File: src/rtl/if_stage.sv
// if_stage: LEGv8 fetch stage with 64-bit PC, IF/ID register, stall/redirect/halt handling and a saturating fetch counter.
module if_stage #(
  parameter logic [63:0] RESET_PC = 64'h0,
  parameter logic [31:0] NOP_INSN = 32'hD503201F,
  parameter logic [31:0] HALT_INSN = 32'hD4400000
) (
  input  logic        clk,
  input  logic        rst,
  input  logic        stall,
  input  logic        redirect,
  input  logic [63:0] branch_target,
  input  logic [31:0] instr_in,
  output logic [63:0] pc_out,
  output logic [63:0] ifid_pc,
  output logic [31:0] ifid_instr,
  output logic        ifid_valid,
  output logic        halted,
  output logic [31:0] fetch_count
);
  typedef enum logic {RUN, HALT} state_t;
  state_t state;
  logic fetch;
  assign fetch = state == RUN && !redirect && !stall;
  assign halted = state == HALT;
  always_ff @(posedge clk) begin
    if (rst) begin
      state <= RUN;
      pc_out <= RESET_PC;
      ifid_pc <= '0;
      ifid_instr <= NOP_INSN;
      ifid_valid <= 1'b0;
      fetch_count <= '0;
    end else begin
      fetch_count <= fetch && fetch_count != '1 ? fetch_count + 32'd1 : fetch_count;
      if (state == HALT || redirect) begin
        ifid_pc <= '0;
        ifid_instr <= NOP_INSN;
        ifid_valid <= 1'b0;
        if (state == RUN) pc_out <= {branch_target[63:2], 2'b00};
      end else if (!stall) begin
        ifid_pc <= pc_out;
        ifid_instr <= instr_in;
        ifid_valid <= 1'b1;
        if (instr_in == HALT_INSN) state <= HALT;
        else pc_out <= pc_out + 64'd4;
      end
    end
  end
endmodule

File: config.mk
export PLATFORM = sky130hd
export DESIGN_NAME = if_stage
export DESIGN_NICKNAME = d
export VERILOG_FILES = /design/src/rtl/if_stage.sv
export SDC_FILE = /design/constraint.sdc
export NUM_CORES = 1
export LEC_CHECK = 0
export CAP_MARGIN = 20
export CORE_AREA = 4 4 123 183
export DETAILED_ROUTE_END_ITERATION = 16
export DIE_AREA = 0 0 127 187
export HOLD_SLACK_MARGIN = 0.05
export PLACE_DENSITY = 0.75
export REMOVE_ABC_BUFFERS = 1
export SYNTH_ARGS = -nofsm -noshare
export SYNTH_HDL_FRONTEND = slang
export SYNTH_SLANG_ARGS = --single-unit
File: constraint.sdc
create_clock -name clk -period 4.3 [get_ports clk]
set_clock_uncertainty 0.2 [all_clocks]
set_input_delay 0.645 -clock clk [delete_from_list [all_inputs] [get_ports clk]]
set_output_delay 0.645 -clock clk [all_outputs]
set_load 0.02 [all_outputs]
---- Word-level counts from Yosys, hierarchy flattened ----
Index checks and enable logic that the tools add are counted.
storage, ports and cells
  flip-flop bits (word level) ............. 194
  input port bits ......................... 100
  output and inout bits ................... 194
  logic and storage cells ................. 29
operators by class
  $add $sub $neg .......................... 2
  equal/unequal tests ..................... 5
  mux-type cells .......................... 4
  bitwise gates (word level) .............. 3
  reduce and logical (&&, ||, !) cells .... 9
operator list
  operator                 count
  $mux W64                 4
  $add A64 B3 Y64 const B  1
  $add A32 B1 Y32 const B  1
  $eq A32 B32 Y1 const B   1
  $ne A32 B32 Y1 const B   1
  $reduce_and A3 Y1        2
  $ne A2 B2 Y1 const B     2
  $logic_and A1 B1 Y1      3
  $not A1 Y1               3
  $logic_not A1 Y1         2
  $ne A2 B1 Y1 const B     1
  $reduce_or A2 Y1         1
  $logic_or A1 B1 Y1       1

---- Longest topological paths before layout ----
  depth after elaboration ................. 4
  mapped depth ............................ 9
  gate-level depth less buffers ........... 7

---- Worst setup path before layout ----
OpenSTA, ideal clock, no wires.
  path kind ............................... flip-flop to flip-flop
  from .................................... register fetch_count[2]
  to ...................................... register fetch_count[21]
  library setup time ...................... 0.128 ns
  data arrival time ....................... 2.254 ns
  data required time ...................... 3.972 ns
  slack ................................... 1.718 ns
  stages on the path, launching flop included .. 10
  clock period less this slack ............ 2.582 ns
  cells stage by stage .................... dfxtp_1 nand4_1 or4_1 buf_2 or4_4 buf_6 buf_8 nand3_1 xor2_1 nor2_1
between the ends
  cells in the longest elaborated chain, start to end .. 2
  elaborated cells on any way between the ends .. 3
  those cells by class .................... 1 x add/sub; 1 x eq/ne; 1 x reduce/logical
RTL lines
  element                                                  line  source
  from (decl)                                              18    output logic [31:0] fetch_count
  from (signal assigned)                                   34    fetch_count <= fetch && fetch_count != '1 ? fetch_count + 32'd1 : fetch_count;
  branches (longest 2 deep; another with $add A32 B1 Y32)  n/a
Parallel ways; which one is timed is not known.
A chain may end at the register's enable or synchronous reset.

---- Worst setup path after layout ----
  from .................................... register pc_out[23]
  to ...................................... register pc_out[63]
between the ends
  cells in the longest elaborated chain, start to end .. 4
RTL lines
  element                 line  source
  from (decl)             13    output logic [63:0] pc_out,
  from (signal assigned)  39    if (state == RUN) pc_out <= {branch_target[63:2], 2'b00};
  from (signal assigned)  45    else pc_out <= pc_out + 64'd4;
  $add A64 B3 Y64         45
  $mux W64                44    if (instr_in == HALT_INSN) state <= HALT;
  $mux W64                40    end else if (!stall) begin
  $mux W64                35    if (state == HALT || redirect) begin
No other way between the ends. The select of a mux whose other input is x is not followed.

==> run summary <==
The post-detailed-placement half-perimeter wirelength is 23.1 mm. The post-route fraction of the period consumed by the critical path is 74.5%. Walking the worst path, the cells encountered are nand4_1 > nor4_2 > nand4_1 > nor4_1 > mux2i_1 > a21oi_1. The final-report max-slew violation count came out at 0. The count of synthesis-stage warnings from yosys came out at 0. Each instance of the synthesized netlist takes up on average 8.31 sq um. The sequential power share came out at 46.2%. The first global-routing pass estimated 50.2 mm of wire. The width of the chip is 127 um.

The netlist uses 71 different library cells. The synthesis-to-layout area growth is 39.6%. Counting flops and latches in the post-synthesis netlist gives 190. The static power due to leakage is 4.61 nW.

The number of enable-type register cells in the synthesized netlist is 0. In this run the power density over the cells is 321 nW/um^2. The number of max-cap violations came out at 0.

The critical path's largest stage delay came out at 730 ps. The final setup slack of the worst path came out at 1100 ps. The required time reported for the critical path endpoint came out at 4380 ps. The global-route total usage across every layer is 26.1%. The number of nets still failing antenna checks after routing is 0.

TritonCTS built the clock tree. The final routed wirelength across all metal layers came out at 31.9 mm. The cell count along the critical path came out at 6. The die covers 23700 sq um. Leaving out fill and tap cells, the most frequent cell in the layout is sky130_fd_sc_hd__clkdlybuf4s50_1. STA classifies the critical path startpoint as a register. The routing usage on met2 is 44.8%. During placement, the flow inserted port buffers numbering 287. The fraction of power consumed by the clock network is 39.0%. The post-layout utilization of the core came out at 61.6%.

The min-delay analysis places its worst path in the category register to register. The via count of the first global-routing pass came to 9312. The path type of the worst setup path is register to register.

Adding up every negative setup slack in the final design gives 0 ps. Setup repair after global routing left no endpoint under its margin. The maximum buffer depth of the clock tree is 2. The endpoint kind of the worst setup timing path is a register. At the end of routability-driven placement, the weighted congestion stood at 0.902. The die is 187 um tall. The first-pass iteration count of the detailed router is 5. The slowest stage of the critical path is the sky130_fd_sc_hd__nor4_2 cell. The final layout contains 1466 nets. In the layout the commonest cells are sky130_fd_sc_hd__clkdlybuf4s50_1, sky130_fd_sc_hd__dfxtp_1, sky130_fd_sc_hd__nor2_1, sky130_fd_sc_hd__mux2i_1, sky130_fd_sc_hd__nand2_1. The slew of the pin with the lowest slew margin came out at 844 ps. The share of post-route cells with drive strength above 1 is 5.88%.

The clock latency at the later pin of the worst-skew pair came out at 440 ps. In this run switching power makes up 27.3% of total power. In this run, the number of DRC markers left after iteration 0 of detailed routing was 893. The core region is 21000 sq um.

The busiest layer in global routing is met2. CTS placed an instance of sky130_fd_sc_hd__clkbuf_16 at the clock tree root. The number of remaining DRC errors is 0. The post-cts gate resize count is 0.

The met1 layer usage reported by global route is 30.4%. The post-CTS setup buffer count is 0. Headroom to the max-slew limit came out at 43.3%. The total count of hold-check failures in the final report came out at 0. The post-detailed-route via-to-cell ratio came out at 5.81. The maximum clock frequency is 0.312 GHz. Summing over every cut layer, the via total after detailed routing is 9564. The clock sink count came out at 190. The run finished with clean final reports. The largest net degree at the start of global routing is 70. The summed instance area of the synthesized netlist is 9250 sq um. Buffers inserted during clock tree synthesis total 17. The row count is 65. After detailed routing, the average wire length per cell comes to 19.4 um.

The cell type with the highest occurrence count on the critical path is sky130_fd_sc_hd__nand4_1. The worst-case IR drop observed on VDD is 0.241 mV. The worst hold path was traced through 2 stages. Prior to clock tree synthesis, the placed netlist has a worst setup slack of 776 ps. The cell count of the worst reg-to-reg path came out at 6.

The global route total overflow came out at 0. The initial antenna violation count is 1. The minimum clock period came out at 3200 ps. The post-synthesis async set-or-reset flop share is 0%. Data arrives at the worst endpoint at 3280 ps. The switching power came out at 0.00113 W. The smallest hold slack came out at 267 ps.

The number of I/O pins came out at 294. The kind of cell adding the most delay to the critical path is simple AND/OR/NAND/NOR gates. Counting every instance in the synthesized netlist gives 1113. For this run, the leading register cell type out of synthesis is sky130_fd_sc_hd__dfxtp_1.

The count of H-tree levels built during CTS came out at 4. The met3 layer usage reported by global route is 6.17%. The hold-fix buffer count after cts is 0. The biggest fanout along the worst timing path is 9.

The combinational power share came out at 14.8%. The sequential fraction of the synthesis area is 41.1%. Setup violations remaining at the end of the flow were counted as 0. The total internal power is 0.00301 W. The total power is 0.00414 W. The clock transition at the registers of the reported paths came out at 80 ps.

The total buffers and inverters traversed by the critical path came out at 0. The initial utilization of the core area, before any placement, comes to 44.1%.
sequential cells by signal, summed over array words and instances (netlist names):
register	flops
ifid_instr	32
pc_out	62
fetch_count	32
ifid_pc	62
halted	1
ifid_valid	1
cells by family (layout without fill, tap and decap cells):
logic type / count (synthesis) / after routing / synth area share, %
AO/OA/AOI/OAI: 195 / 195 / 14.1
XOR/XNOR: 24 / 24 / 2.27
adder cells (fa/ha/maj): 2 / 2 / 0.270
buffers and inverters: 97 / 358 / 4.40
flip-flops: 190 / 190 / 41.1
multiplexers: 101 / 101 / 10.9
other: 1 / 5 / 0.0405
AND/OR/NAND/NOR: 503 / 503 / 26.9
through the flow:
step	area [sq um]	instances
2_1_floorplan	8910	1033
3_3_place_gp	12300	1613
3_5_place_dp	12300	1613
4_1_cts	12900	1645
5_1_grt	12900	1646
6_report	12900	1646
Yosys cell counts (4+ instances only):
master,count,share of area (%)
sky130_fd_sc_hd__a211oi_1,16,1.3
sky130_fd_sc_hd__a21oi_1,51,2.8
sky130_fd_sc_hd__a22oi_1,7,0.57
sky130_fd_sc_hd__a311oi_1,8,0.76
sky130_fd_sc_hd__a31oi_1,6,0.41
sky130_fd_sc_hd__and3_1,18,1.2
sky130_fd_sc_hd__and4_1,9,0.85
sky130_fd_sc_hd__buf_1,5,0.20
sky130_fd_sc_hd__buf_2,6,0.32
sky130_fd_sc_hd__buf_4,4,0.32
sky130_fd_sc_hd__clkbuf_1,65,2.6
sky130_fd_sc_hd__dfxtp_1,190,41
sky130_fd_sc_hd__inv_1,13,0.53
sky130_fd_sc_hd__mux2i_1,101,11
sky130_fd_sc_hd__nand2_1,90,3.7
sky130_fd_sc_hd__nand2b_1,5,0.34
sky130_fd_sc_hd__nand3_1,44,2.4
sky130_fd_sc_hd__nand3_2,4,0.43
sky130_fd_sc_hd__nand4_1,42,2.8
sky130_fd_sc_hd__nor2_1,168,6.8
sky130_fd_sc_hd__nor2b_1,5,0.34
sky130_fd_sc_hd__nor3_1,38,2.1
sky130_fd_sc_hd__nor4_1,36,2.4
sky130_fd_sc_hd__o21ai_0,39,2.1
sky130_fd_sc_hd__o22ai_1,5,0.34
sky130_fd_sc_hd__o31ai_1,17,1.4
sky130_fd_sc_hd__o32ai_1,5,0.47
sky130_fd_sc_hd__or2_2,6,0.41
sky130_fd_sc_hd__or3_1,10,0.68
sky130_fd_sc_hd__or4_1,9,0.73
sky130_fd_sc_hd__xnor2_1,5,0.47
sky130_fd_sc_hd__xor2_1,19,1.8
power groups by stage:
| stage | clock (W) | combinational, W | sequential (W) |
|---|---|---|---|
| detailed placement | 0 | 0.000610 | 0.00196 |
| floorplan | 0 | 0.000197 | 0.00201 |
| global placement | 0 | 0.000604 | 0.00195 |
| CTS | 0.00165 | 0.000613 | 0.00191 |
| finish | 0.00162 | 0.000612 | 0.00192 |
| global route | 0.00172 | 0.000655 | 0.00193 |
layout make-up:
cell class,instances,area [sq um]
Fill cell,1858,8070
Multi-Input combinational cell,829,5070
Sequential cell,190,3800
Timing Repair Buffer,312,3060
Clock buffer,21,460
Tap cell,268,335
Clock inverter,11,133
Inverter,14,52.6
Antenna cell,1,2.50
per-layer routing:
metal	vias up	wire length (um)
li1	4563	-
met1	4491	12300
met2	419	16000
met3	91	2360
met4	0	1250
met5	-	0
final timing paths:
path | slack (ps) | end | start
max | 1100 | pc_out[63] | pc_out[23]
min | 270 | ifid_valid | ifid_valid
max reg2reg | 1100 | pc_out[63] | pc_out[23]
min reg2reg | 270 | ifid_valid | ifid_valid
tightest hold or removal path, stage by stage (launching register included):
cell and delay (ps):
sky130_fd_sc_hd__dfxtp_1 320, sky130_fd_sc_hd__inv_1 50, sky130_fd_sc_hd__a21oi_1 50
(Power assumes the default switching activity.)
